**src/rtl/mux4_pkg.sv**
```systemverilog
// Shared select codes for the registered 4:1 word multiplexer.
package mux4_pkg;
   localparam logic [1:0] SEL_A = 2'b00;
   localparam logic [1:0] SEL_B = 2'b01;
   localparam logic [1:0] SEL_C = 2'b10;
   localparam logic [1:0] SEL_D = 2'b11;
endpackage

```
**src/rtl/mux4_core.sv**
```systemverilog
// Combinational WIDTH-bit 4:1 case mux; zero latency, no flow control.
module mux4_core
   import mux4_pkg::*;
#(
   parameter int WIDTH = 4
) (
   input  logic [WIDTH-1:0] a,
   input  logic [WIDTH-1:0] b,
   input  logic [WIDTH-1:0] c,
   input  logic [WIDTH-1:0] d,
   input  logic [1:0]       s,
   output logic [WIDTH-1:0] sel
);

   always_comb begin
      sel = d;
      case (s)
         SEL_A:   sel = a;
         SEL_B:   sel = b;
         SEL_C:   sel = c;
         SEL_D:   sel = d;
`ifdef SYNTHESIS
         default: sel = d;
`else
         // an X/Z select is made visible in simulation rather than masked
         default: sel = {WIDTH{1'bx}};
`endif
      endcase
   end

endmodule

```
**src/rtl/mux4_sel_reg.sv**
```systemverilog
// ALU result-select stage: 4:1 mux into a 1-cycle output register, no backpressure.
// MUX4_COMB_OUT_EN adds a zero-latency combinational copy of the mux output on Yc.
module mux4_sel_reg
   import mux4_pkg::*;
#(
   parameter int WIDTH = 4
) (
   input  logic             Clk,
   input  logic             Reset_n,
   input  logic             En,
   input  logic [WIDTH-1:0] A,
   input  logic [WIDTH-1:0] B,
   input  logic [WIDTH-1:0] C,
   input  logic [WIDTH-1:0] D,
   input  logic [1:0]       S,
   input  logic             Vld_in,
`ifdef MUX4_COMB_OUT_EN
   output logic [WIDTH-1:0] Yc,
`endif
   output logic [WIDTH-1:0] Y,
   output logic             Vld_out
);

   logic [WIDTH-1:0] sel;

   mux4_core #(
      .WIDTH (WIDTH)
   ) u_core (
      .a   (A),
      .b   (B),
      .c   (C),
      .d   (D),
      .s   (S),
      .sel (sel)
   );

`ifdef MUX4_COMB_OUT_EN
   assign Yc = sel;
`endif

   always_ff @(posedge Clk or negedge Reset_n) begin
      if (!Reset_n) begin
         Y       <= '0;
         Vld_out <= 1'b0;
      end else if (En) begin
         Y       <= sel;
         Vld_out <= Vld_in;
      end
   end

endmodule

```
**config.mk**
```make
export PLATFORM = sky130hd
export DESIGN_NAME = mux4_sel_reg
export DESIGN_NICKNAME = d
export VERILOG_FILES = /design/src/rtl/mux4_pkg.sv /design/src/rtl/mux4_core.sv /design/src/rtl/mux4_sel_reg.sv
export SDC_FILE = /design/constraint.sdc
export NUM_CORES = 1
export LEC_CHECK = 0
export ABC_AREA = 1
export CORE_AREA = 10 10 47 49
export DETAILED_ROUTE_END_ITERATION = 8
export DIE_AREA = 0 0 57 59
export PLACE_DENSITY = 0.64
export SLEW_MARGIN = 15
export SYNTH_ARGS = -nofsm -noshare
export SYNTH_HDL_FRONTEND = slang
export SYNTH_SLANG_ARGS = --single-unit
```
**constraint.sdc**
```tcl
create_clock -name Clk -period 1.2 [get_ports Clk]
set_input_delay 0.24 -clock Clk [delete_from_list [all_inputs] [get_ports Clk]]
set_output_delay 0.24 -clock Clk [all_outputs]
set_load 0.02 [all_outputs]
```
**Yosys cells after proc, flatten, opt, wreduce, memory -nomap -nowiden**

Index checks and enable logic that the tools add are counted.

- Equal/unequal tests: 3
- Muxes and demuxes: 1
- Reductions and logical operators: 1

Operator list:

| operator | count |
|---|---|
| $pmux 4 s4 | 1 |
| $eq 2x2->1 const B | 2 |
| $eq 2x1->1 const B | 1 |
| $logic_not 2->1 | 1 |

- Bits in registers: 5
- Input bits: 22
- Output and inout port bits: 5

**Depth between registers and ports, before layout**

Gate-level depths: netlist of the first run.

- Depth after elaboration: 2
- Gate-level depth with buffers: 6
- Mapped depth without buffers: 5

**By module**

Synthesis of the first run repeated with hierarchy kept, for this count alone.

- Cells, all modules: 46
- Area total of the unflattened synthesis: 326.6 um2

Modules (own cells, without submodules):

| module | times used | cells each | area each (um2) | seq. area each (um2) |
|---|---|---|---|---|
| mux4_sel_reg | 1 | 21 | 185.2 | 125.1 |
| mux4_core | 1 | 25 | 141.4 | 0.0 |

**Worst setup path after synthesis of the first run**

OpenSTA, ideal clock, no wires.

- Kind: input-to-reg
- From: input port S[0]
- To: register Y[0]
- Library setup time: 0.116 ns
- Data arrival time: 0.695 ns
- Required time: 1.084 ns
- Setup slack: 0.388 ns
- Cell stages on the path: 5
- Path buffers: 1
- Cell sequence: buf_4 > nor2_2 > a21oi_1 > nand2_1 > nand2_1

- Word-level cells in the longest chain between the ends: 2
- Elaborated cells between the ends (all ways): 5
- Those cells by class: 3 x eq/ne; 1 x mux; 1 x reduce/logical

Ends and longest elaborated chain:

| item | line | RTL |
|---|---|---|
| start: declaration | mux4_sel_reg.sv:15 | `input logic [1:0] S,` |
| $eq 2x2->1 (tied with other cells) | mux4_core.sv:17 | `case (s)` |
| $pmux 4 s4 * | mux4_core.sv:17 |  |
| end signal: assignment | mux4_sel_reg.sv:46 | `Y <= sel;` |
| end: declaration | mux4_sel_reg.sv:20 | `output logic [WIDTH-1:0] Y,` |

Mark *: on every way between the ends. The rest lies on a longest branch, timed or not.
A chain may end at the register's enable or synchronous reset.

**Worst setup path in the final report of the first run**

- From: register Y[2]
- To: output port Y[2]

No word-level cell between the ends.

==> out/summary.txt, run 1 <==
POWER
------------------------------------------------------------------------------------------------------
Switching Share .........................................................................        28.5%
Part of the power in registers ..........................................................        33.8%
Peak VDD IR .............................................................................       560 uV
Static leakage power ....................................................................     0.321 nW
Internal portion of total power .........................................................     0.422 mW
Switching power total ...................................................................     0.168 mW
Comb power frac .........................................................................        32.7%
Total power per unit cell area ..........................................................  916 nW/um^2
Fraction of power consumed by the clock network .........................................        33.5%
Post-layout total power .................................................................     0.589 mW

GLOBAL ROUTE
------------------------------------------------------------------------------------------------------
Global-route usage over all layers ......................................................        6.25%
Antenna violations before repair ........................................................            0
Largest net degree at the start of global routing .......................................           11
Global-route wire length before repair ..................................................      1690 um
Congestion Overflow GR ..................................................................            0
Vias in the first global route ..........................................................          408

FINISH
------------------------------------------------------------------------------------------------------
Layout net count ........................................................................          103
Antenna cells ...........................................................................            0
Share of post-route cells with drive strength above 1 ...................................        11.3%
Final cell area excluding filler cells ..................................................     643 um^2
Share of the core filled with cells .....................................................        45.9%
Growth of design area from synthesis to finish ..........................................        87.6%
Final cell count without fillers ........................................................           96

PLACE
------------------------------------------------------------------------------------------------------
Global placement routability congestion .................................................        0.669
Placement Cell Area .....................................................................     619 um^2
Detailed-placement wirelength estimate ..................................................       918 um
Number of placed cells counting well taps ...............................................           92
IO Port Bufs ............................................................................           26

CLOCK NETWORK
------------------------------------------------------------------------------------------------------
Number of buffers created by CTS ........................................................            3
Clock Sink Count ........................................................................            5
Clock transition at the register clock pins on the worst setup and hold paths after CTS .      0.05 ns
Number of levels in the clock H-tree ....................................................            1
Maximum buffer depth of the clock tree ..................................................            2
Post-CTS setup buffers ..................................................................            0
Clk Latency, worst-skew pair ............................................................      0.24 ns
Clock tree from TritonCTS ...............................................................         done
Root Buffer ............................................................................. sky130_fd_sc_hd__clkbuf_4

ROUTE
------------------------------------------------------------------------------------------------------
Wire length per cell ....................................................................      11.6 um
Antenna-violating nets left .............................................................            0
DR DRC count ............................................................................            0
Count of vias placed by the detailed router .............................................          404
Count of routing violations after the opening detailed-route iteration ..................            0
Final wirelength ........................................................................      1120 um
Vias per Instance .......................................................................         4.21
Number of search-and-repair iterations in the first detailed-routing pass ...............            1

CRITICAL PATH
------------------------------------------------------------------------------------------------------
Element type at the critical path start .................................................         flop
Crit Path Category ...................................................................... flop to output port
Cell breakdown of the critical path ..................................................... clkdlybuf4s15_1
Endpoint class of the critical path .....................................................  output port
Crit path max fanout ....................................................................            2
Slowest cell delay on critical path .....................................................      0.37 ns
Slowest stage cell, crit path ........................................................... sky130_fd_sc_hd__dfrtp_1
Required time of the critical path ......................................................      0.96 ns
Buf+Inv Stages, Crit Path ...............................................................            1
Delay-heaviest family, CP ...............................................................   flip-flops
Data arrival time of the critical path ..................................................      0.91 ns

SYNTH
------------------------------------------------------------------------------------------------------
Async set or reset register ratio after synthesis .......................................         100%
Flops & latches, synth ..................................................................            5
Post-synthesis instance total ...........................................................           50
Sequential share of the synthesized area ................................................        36.5%
Synthesized net count ...................................................................           72
Count of warnings emitted by yosys ......................................................            0
Most frequent cell after synthesis ...................................................... sky130_fd_sc_hd__nand2_1
Combined area of all synthesized cells ..................................................     343 um^2
Netlist cell types ......................................................................           10
Most area-consuming cells after synthesis ............................................... sky130_fd_sc_hd__dfrtp_1, sky130_fd_sc_hd__nand3_1, sky130_fd_sc_hd__nand2_1
Post-synth top area share ...............................................................        36.5%
Post-synth EDFFs ........................................................................            0
Synth Flop Type ......................................................................... sky130_fd_sc_hd__dfrtp_1
Mapped Avg Cell Area ....................................................................    6.86 um^2
Cell taking the most area after synthesis ............................................... sky130_fd_sc_hd__dfrtp_1
List of most frequent post-synthesis cells .............................................. sky130_fd_sc_hd__nand2_1, sky130_fd_sc_hd__nand3_1, sky130_fd_sc_hd__dfrtp_1, sky130_fd_sc_hd__inv_1

TIMING
------------------------------------------------------------------------------------------------------
Setup repair after global routing missed its margin .....................................        false
Final worst path period need ............................................................      1.15 ns
Max-slew headroom at the worst pin ......................................................        83.4%
Fraction of the cycle the final worst path needs ........................................        96.0%
Minimum hold slack ......................................................................     0.214 ns
Number of setup violations in the final report ..........................................            0
Total count of max-transition violations in the final report ............................            0
Max Clk Rate ............................................................................      868 MHz
Final Hold Vio Count ....................................................................            0
Slew at the pin closest to its max-slew limit ...........................................     0.248 ns
Worst setup skew after layout ...........................................................         0 ns

FLOORPLANNING
------------------------------------------------------------------------------------------------------
Standard cell core area .................................................................    1400 um^2
Die extent in x .........................................................................        57 um
Vertical die dimension ..................................................................        59 um
Cell Rows ...............................................................................           14
Overall die area ........................................................................    3360 um^2
I/O pin total ...........................................................................           27
Initial core utilization ................................................................        24.5%

JOB
------------------------------------------------------------------------------------------------------
Max Cap Viol ............................................................................            0

MIN PATH
------------------------------------------------------------------------------------------------------
Class of the tightest hold or removal check ............................................. input pin to asynchronous set/reset pin

OUTCOME
------------------------------------------------------------------------------------------------------
Result of the run ....................................................................... finished clean

registers in the layout, indices dropped and copies added, names as in the netlist:
signal / flops
Vld_out: 1
Y: 4
power by group through the flow:
stage	Clock (mW)	Combinational [mW]	Sequential (mW)
2_1_floorplan	0	0.0600	0.225
3_5_place_dp	0	0.207	0.201
6_report	0.197	0.193	0.199
4_1_cts	0.210	0.195	0.199
5_1_grt	0.211	0.212	0.202
3_3_place_gp	0	0.207	0.201
layout make-up:
cell class | instances | area, um^2
fillers | 157 | 758
multi-input cells | 36 | 173
flip-flops and latches | 5 | 125
repair buffers | 28 | 273
inverters | 7 | 26.3
clock buffers | 4 | 26.3
well taps | 16 | 20.0
routing by layer:
metal / global-route usage [%] / part of all wire, %
met5: 0 / 0
met4: 3.02 / 0
met3: 4.51 / 11
met2: 8.84 / 43
met1: 6.84 / 45
per-stage QoR:
step	setup slack [ns]	TNS (ns)
2_1_floorplan	0.388	0
4_1_cts	0.00659	0
3_3_place_gp	-0.165	-0.598
3_5_place_dp	-0.188	-0.697
6_report	0.0475	0
5_1_grt	0.0110	0
logic make-up (layout without fill, tap and decap cells):
logic type,after synthesis,count (layout),synth area share (%)
buffers and inverters,9,39,13.1
flip-flops,5,5,36.5
AO/OA/AOI/OAI,8,8,14.6
AND/OR/NAND/NOR,28,28,35.8
worst paths after layout:
path,start,slack (ns),endpoint,cells past startpoint
max in group asynchronous,Reset_n,0.80,Y[2]$_DFFE_PN0P_,1
worst min-delay path,Reset_n,0.21,Y[3]$_DFFE_PN0P_,1
min in group Clk,Vld_out$_DFFE_PN0P_,0.47,Vld_out$_DFFE_PN0P_,2
worst min register to register,Vld_out$_DFFE_PN0P_,0.47,Vld_out$_DFFE_PN0P_,2
worst max register to register,Y[0]$_DFFE_PN0P_,0.59,Y[0]$_DFFE_PN0P_,2
worst max-delay path,Y[2]$_DFFE_PN0P_,0.05,Y[2],1
placed cells by master, fill, tap and decap left out:
| master | netlist | final |
|---|---|---|
| sky130_fd_sc_hd__clkbuf_1 | 0 | 1 |
| sky130_fd_sc_hd__clkbuf_2 | 0 | 1 |
| sky130_fd_sc_hd__dfrtp_1 | 5 | 5 |
| sky130_fd_sc_hd__nor2_2 | 1 | 1 |
| sky130_fd_sc_hd__clkdlybuf4s50_1 | 0 | 20 |
| sky130_fd_sc_hd__dlymetal6s2s_1 | 0 | 1 |
| sky130_fd_sc_hd__clkbuf_4 | 0 | 3 |
| sky130_fd_sc_hd__o21bai_1 | 4 | 4 |
| sky130_fd_sc_hd__a21oi_1 | 4 | 4 |
| sky130_fd_sc_hd__inv_2 | 2 | 2 |
| sky130_fd_sc_hd__clkdlybuf4s15_1 | 0 | 4 |
| sky130_fd_sc_hd__nand3_1 | 12 | 12 |
| sky130_fd_sc_hd__inv_1 | 5 | 5 |
| sky130_fd_sc_hd__nand2_1 | 15 | 15 |
| sky130_fd_sc_hd__buf_4 | 1 | 2 |
repair_timing:
item | in CTS | in global routing
resized for setup | 6 | 6
hold buffers | 0 | 0
setup endpoints to repair | 5 | 8
endpoints found under the hold margin | 0 | 0
No activity file was read; power rests on OpenSTA's default activity.
==> inputs of run 2 (changes only) <==
- PLACE_DENSITY: 0.64 -> 0.65
==> run 2 against run 1 <==
Compared with the run above:
- register-to-register slack is essentially flat
- cell count is the same
- non-clock buffer count is the same
- clock skew is the same
- worst setup slack gained 0.0053 ns
- critical endpoint is now Y[3]
- die area is the same
- via count grew 2.5%
- sequential power is essentially flat
- combinational power is essentially flat
- design area shrank 0.78%
- sequential share of layout area grew 0.15 points
==> out/summary.txt, run 2 (synthesis results as in run 1) <==
OUTCOME
------------------------------------------------------------------------------------------------------
Result of the run ....................................................................... finished clean

CRITICAL PATH
------------------------------------------------------------------------------------------------------
Crit Path Category ...................................................................... flop to output port
Buf+Inv Stages, Crit Path ...............................................................            1
Element type at the critical path start .................................................         flop
Required time of the critical path ......................................................      0.96 ns
Number of gates on the worst path with buffers counted ..................................            1
Reg-to-reg slack, setup .................................................................      0.58 ns
Cell breakdown of the critical path ..................................................... clkdlybuf4s15_1
Slowest cell delay on critical path .....................................................      0.38 ns
Crit path max fanout ....................................................................            2
Slowest stage cell, crit path ........................................................... sky130_fd_sc_hd__dfrtp_1
Data arrival time of the critical path ..................................................      0.91 ns
Delay-heaviest family, CP ...............................................................   flip-flops
Endpoint class of the critical path .....................................................  output port
Logic depth of the worst register-to-register path ......................................            2

POWER
------------------------------------------------------------------------------------------------------
Fraction of power consumed by the clock network .........................................        33.1%
Total power per unit cell area ..........................................................  916 nW/um^2
Peak VDD IR .............................................................................       615 uV
Internal portion of total power .........................................................     0.419 mW
Post-layout total power .................................................................     0.585 mW
Static leakage power ....................................................................     0.321 nW
Switching power total ...................................................................     0.165 mW
Comb power frac .........................................................................        32.7%
Switching Share .........................................................................        28.3%
Part of the power in registers ..........................................................        34.2%

FINISH
------------------------------------------------------------------------------------------------------
Most flop-heavy register ................................................................            Y
Share of post-route cells with drive strength above 1 ...................................        12.5%
Max reg flops ...........................................................................            4
Multi-input gate area in the final layout ...............................................     173 um^2
Growth of design area from synthesis to finish ..........................................        86.1%
Largest registers ....................................................................... Y: 4 flops, Vld_out: 1 flops
Layout net count ........................................................................          103
Final-layout fill cell count ............................................................          152
Share of the core filled with cells .....................................................        45.5%
Most common cell after layout, fill and taps aside ...................................... sky130_fd_sc_hd__clkdlybuf4s50_1
Storage element area ....................................................................     125 um^2
Antenna cells ...........................................................................            0
Leading cell types in the layout, fill and taps excluded ................................ sky130_fd_sc_hd__clkdlybuf4s50_1, sky130_fd_sc_hd__nand2_1, sky130_fd_sc_hd__nand3_1

FLOORPLANNING
------------------------------------------------------------------------------------------------------
Standard cell core area .................................................................    1400 um^2
Vertical die dimension ..................................................................        59 um
Cell Rows ...............................................................................           14
Die extent in x .........................................................................        57 um
I/O pin total ...........................................................................           27
Initial core utilization ................................................................        24.5%
Overall die area ........................................................................    3360 um^2

PLACE
------------------------------------------------------------------------------------------------------
Minimum setup slack after placement .....................................................    -0.196 ns
Detailed-placement wirelength estimate ..................................................       938 um
IO Port Bufs ............................................................................           26
Global placement routability congestion .................................................        0.701

CLOCK NETWORK
------------------------------------------------------------------------------------------------------
Number of levels in the clock H-tree ....................................................            1
Clock transition at the register clock pins on the worst setup and hold paths after CTS .      0.04 ns
CTS Hold Bufs ...........................................................................            0
Clock Sink Count ........................................................................            5
Maximum buffer depth of the clock tree ..................................................            2
Root Buffer ............................................................................. sky130_fd_sc_hd__clkbuf_4
Clock tree from TritonCTS ...............................................................         done
Clk Latency, worst-skew pair ............................................................      0.24 ns
Number of buffers created by CTS ........................................................            3

TIMING
------------------------------------------------------------------------------------------------------
Total count of max-transition violations in the final report ............................            0
Setup repair after global routing missed its margin .....................................        false
Max Clk Rate ............................................................................      872 MHz
Final Hold Vio Count ....................................................................            0
Number of setup violations in the final report ..........................................            0
Minimum hold slack ......................................................................     0.217 ns
Worst setup skew after layout ...........................................................         0 ns
Max-slew headroom at the worst pin ......................................................        84.4%
Slew at the pin closest to its max-slew limit ...........................................     0.233 ns
PnR worst setup slack ...................................................................    0.0527 ns
Fraction of the cycle the final worst path needs ........................................        95.6%
Final worst path period need ............................................................      1.15 ns

ROUTE
------------------------------------------------------------------------------------------------------
Count of vias placed by the detailed router .............................................          414
Antenna-violating nets left .............................................................            0
Final wirelength ........................................................................      1120 um
Wire length per cell ....................................................................      11.6 um
Number of search-and-repair iterations in the first detailed-routing pass ...............            2
Vias per Instance .......................................................................         4.31
Count of routing violations after the opening detailed-route iteration ..................            3
DR DRC count ............................................................................            0

GLOBAL ROUTE
------------------------------------------------------------------------------------------------------
Largest net degree at the start of global routing .......................................           11
Global-route wire length before repair ..................................................      1750 um
Congestion Overflow GR ..................................................................            0
Antenna violations before repair ........................................................            0
Global-route usage over all layers ......................................................        6.51%
Vias in the first global route ..........................................................          411

JOB
------------------------------------------------------------------------------------------------------
Max Cap Viol ............................................................................            0

MIN PATH
------------------------------------------------------------------------------------------------------
Class of the tightest hold or removal check ............................................. input pin to asynchronous set/reset pin

[run 2: changes by cell type in the layout (fill, tap and decap cells not counted)]
cell / before / now
sky130_fd_sc_hd__clkbuf_2: 1 / 2
sky130_fd_sc_hd__clkdlybuf4s15_1: 4 / 3
[run 2: path summary, 6_finish.rpt]
path	startpoint	end
min in group Clk	Vld_out$_DFFE_PN0P_	Vld_out$_DFFE_PN0P_
worst max register to register	Y[1]$_DFFE_PN0P_	Y[1]$_DFFE_PN0P_
max in group asynchronous	Reset_n	Y[0]$_DFFE_PN0P_
worst max-delay path	Y[3]$_DFFE_PN0P_	Y[3]
worst min-delay path	Reset_n	Y[3]$_DFFE_PN0P_
worst min register to register	Vld_out$_DFFE_PN0P_	Vld_out$_DFFE_PN0P_
[run 2: power by group through the flow]
stage                     clock network, mW  registers, mW  logic (mW)
after floorplan                           0          0.225      0.0600
after global placement                    0          0.201       0.207
after detailed placement                  0          0.201       0.208
after CTS                             0.206          0.199       0.197
after global routing                  0.211          0.202       0.213
final                                 0.194          0.200       0.191
[run 2: cell type report]
cell class	instances	area share, %
repair buffers	28	42.0
multi-input cells	36	27.1
flip-flops and latches	5	19.6
clock buffers	4	4.12
inverters	7	4.12
well taps	16	3.14
[run 2: what timing repair did]
| item | 4_1_cts | 5_1_grt |
|---|---|---|
| setup buffers | 0 | 0 |
| endpoints found under the setup margin | 5 | 7 |
| cloned | 0 | 0 |
| endpoints found under the hold margin | 0 | 0 |
| gates resized for setup | 7 | 6 |
[run 2: stage by stage]
step,std cells,area [um^2],TNS [ns]
5_1_grt,96,638,0
3_3_place_gp,92,619,-0.597
3_5_place_dp,92,619,-0.705
4_1_cts,96,642,0
2_1_floorplan,50,343,0
6_report,96,638,0
[run 2: routing by layer]
layer,wire (um),part of all wire (%),vias to the layer above,global-route usage (%)
li1,-,-,221,-
met4,0,0,0,2.01
met5,0,0,-,0
met2,499,45,17,9.46
met3,173,16,0,6.65
met1,443,40,176,6.26
==> inputs of run 3 (changes only) <==
- DONT_BUFFER_PORTS: unset -> 1
- PLACE_DENSITY: 0.65 -> unset
==> run 3 against run 2 <==
Compared with the run above:
- register-to-register slack worse by 0.10 ns
- clock power up 2%
- design area down 40%
- via count down 21%
- global-route usage down 0.25 points
- count of clock-buffer cells in the layout unchanged
- first-iteration DRC count unchanged
- hold slack worse by 0.097 ns
- maximum frequency up 22%
- total power down 17%
- core utilization down 18 points
- critical endpoint is now Y[0]
- largest cell class is now multi-input combinational cells
- highest routed layer is now met4
==> out/summary.txt, run 3 (synthesis results as in run 1) <==
OUTCOME
------------------------------------------------------------------------------------------------------
Result of the run ....................................................................... finished clean

CLOCK NETWORK
------------------------------------------------------------------------------------------------------
Clock transition at the register clock pins on the worst setup and hold paths after CTS .      0.05 ns
Number of buffers created by CTS ........................................................            3
Post-CTS setup buffers ..................................................................            0
# resized after CTS .....................................................................            0
CTS Hold Bufs ...........................................................................            1
Clock Sink Count ........................................................................            5
Clk Latency, worst-skew pair ............................................................      0.24 ns
Number of levels in the clock H-tree ....................................................            1
Clock tree from TritonCTS ...............................................................         done
Root Buffer ............................................................................. sky130_fd_sc_hd__clkbuf_4
Maximum buffer depth of the clock tree ..................................................            2

PLACE
------------------------------------------------------------------------------------------------------
Detailed-placement wirelength estimate ..................................................       862 um
IO Port Bufs ............................................................................            0
Number of placed cells counting well taps ...............................................           64
Global placement routability congestion .................................................        0.620
Minimum setup slack after placement .....................................................     0.461 ns

FINISH
------------------------------------------------------------------------------------------------------
Most flop-heavy register ................................................................            Y
Share of post-route cells with drive strength above 1 ...................................        11.3%
Most common cell after layout, fill and taps aside ...................................... sky130_fd_sc_hd__nand2_1
Final cell count without fillers ........................................................           69
Max reg flops ...........................................................................            4
Layout net count ........................................................................           76
Final-layout fill cell count ............................................................          170
Leading cell types in the layout, fill and taps excluded ................................ sky130_fd_sc_hd__nand2_1, sky130_fd_sc_hd__nand3_1, sky130_fd_sc_hd__dfrtp_1, sky130_fd_sc_hd__inv_1
Antenna cells ...........................................................................            0
Largest registers ....................................................................... Y: 4 flops, Vld_out: 1 flops
Growth of design area from synthesis to finish ..........................................        10.9%

TIMING
------------------------------------------------------------------------------------------------------
Final worst path period need ............................................................     0.944 ns
Total count of max-transition violations in the final report ............................            0
Setup repair after global routing missed its margin .....................................        false
Fraction of the cycle the final worst path needs ........................................        78.7%
Max Clk Rate ............................................................................     1060 MHz
Minimum hold slack ......................................................................     0.120 ns
Slew at the pin closest to its max-slew limit ...........................................     0.232 ns
Sum Neg Setup Slack .....................................................................         0 ns
Final Hold Vio Count ....................................................................            0
Max-slew headroom at the worst pin ......................................................        84.5%
Worst setup skew after layout ...........................................................         0 ns
PnR worst setup slack ...................................................................     0.256 ns
Number of setup violations in the final report ..........................................            0

FLOORPLANNING
------------------------------------------------------------------------------------------------------
Initial core utilization ................................................................        24.5%
Cell Rows ...............................................................................           14
I/O pin total ...........................................................................           27
Overall die area ........................................................................    3360 um^2
Die extent in x .........................................................................        57 um
Standard cell core area .................................................................    1400 um^2
Vertical die dimension ..................................................................        59 um

CRITICAL PATH
------------------------------------------------------------------------------------------------------
Number of gates on the worst path with buffers counted ..................................            0
Logic depth of the worst register-to-register path ......................................            2
Element type at the critical path start .................................................         flop
Worst reg2reg startpoint ................................................................ Y[0]$_DFFE_PN0P_
Crit path max fanout ....................................................................            2
Required time of the critical path ......................................................      0.96 ns
Crit Path Category ...................................................................... flop to output port
Data arrival time of the critical path ..................................................      0.70 ns
Capture point of the worst reg-to-reg path .............................................. Y[0]$_DFFE_PN0P_
Endpoint class of the critical path .....................................................  output port
Reg-to-reg slack, setup .................................................................      0.48 ns

MIN PATH
------------------------------------------------------------------------------------------------------
Critical hold path startpoint ...........................................................           En
Terminating pin of the worst hold path .................................................. Vld_out$_DFFE_PN0P_
Hold path depth .........................................................................            2
Class of the tightest hold or removal check ............................................. input pin to flop

GLOBAL ROUTE
------------------------------------------------------------------------------------------------------
Global-route wire length before repair ..................................................      1630 um
Antenna violations before repair ........................................................            0
Largest net degree at the start of global routing .......................................           13
Global-route usage over all layers ......................................................        6.27%
Vias in the first global route ..........................................................          390
Congestion Overflow GR ..................................................................            0

POWER
------------------------------------------------------------------------------------------------------
Peak VDD IR .............................................................................       476 uV
Total power per unit cell area .......................................................... 1280 nW/um^2
Static leakage power ....................................................................     0.202 nW
Post-layout total power .................................................................     0.487 mW

ROUTE
------------------------------------------------------------------------------------------------------
Count of routing violations after the opening detailed-route iteration ..................            3
Count of vias placed by the detailed router .............................................          326
Vias per Instance .......................................................................         4.72
Antenna-violating nets left .............................................................            0
Number of search-and-repair iterations in the first detailed-routing pass ...............            3
Wire length per cell ....................................................................      14.7 um
Final wirelength ........................................................................      1010 um
DR DRC count ............................................................................            0

JOB
------------------------------------------------------------------------------------------------------
Max Cap Viol ............................................................................            0

## run 3: cell types whose count changed in the layout (fill, tap and decap cells not counted)
cell / before / now
sky130_fd_sc_hd__clkbuf_2: 2 / 0
sky130_fd_sc_hd__dlygate4sd3_1: 0 / 1
sky130_fd_sc_hd__clkdlybuf4s50_1: 20 / 0
sky130_fd_sc_hd__buf_4: 2 / 0
sky130_fd_sc_hd__clkdlybuf4s15_1: 3 / 0
sky130_fd_sc_hd__dlymetal6s2s_1: 1 / 0
## run 3: worst reg2reg max path, stage by stage (launching register included)
cell,delay [ns]
sky130_fd_sc_hd__dfrtp_1,0.46
sky130_fd_sc_hd__nand2_1,0.10
sky130_fd_sc_hd__nand2_1,0.06
## run 3: layer usage
| metal | global-route usage [%] | routed length [um] | vias up |
|---|---|---|---|
| met5 | 0 | 0 | - |
| met4 | 5.03 | 23 | 0 |
| met3 | 4.29 | 125 | 4 |
| met2 | 10.4 | 503 | 15 |
| met1 | 5.11 | 359 | 139 |
| li1 | - | - | 168 |
## run 3: layout make-up
cell class | instances | area, um^2 | share of cell area (%)
well taps | 16 | 20.0 | 5.26
repair buffers | 1 | 10.0 | 2.63
flip-flops and latches | 5 | 125 | 32.9
multi-input cells | 36 | 173 | 45.4
clock buffers | 4 | 26.3 | 6.91
inverters | 7 | 26.3 | 6.91
## run 3: worst max path at each step
stage | start | to | slack, ns
after detailed placement | S[0] | Y[1]$_DFFE_PN0P_ | 0.46
after global routing | Y[0]$_DFFE_PN0P_ | Y[0] | 0.22
final | Y[0]$_DFFE_PN0P_ | Y[0] | 0.26
after CTS | Y[0]$_DFFE_PN0P_ | Y[0] | 0.24
after floorplan | S[0] | Y[0]$_DFFE_PN0P_ | 0.39
after global placement | S[0] | Y[1]$_DFFE_PN0P_ | 0.47
## run 3: stage by stage
stage,cell area (um^2),util (%)
5_1_grt,380,27.1
3_5_place_dp,344,24.6
3_3_place_gp,344,24.6
2_1_floorplan,343,-
6_report,380,27.1
4_1_cts,380,27.1
## run 3: power by group
group          internal (mW)  switching, mW  leakage [nW]
registers              0.188         0.0380        0.0615
logic                 0.0278         0.0344         0.125
clock network          0.126         0.0722        0.0150
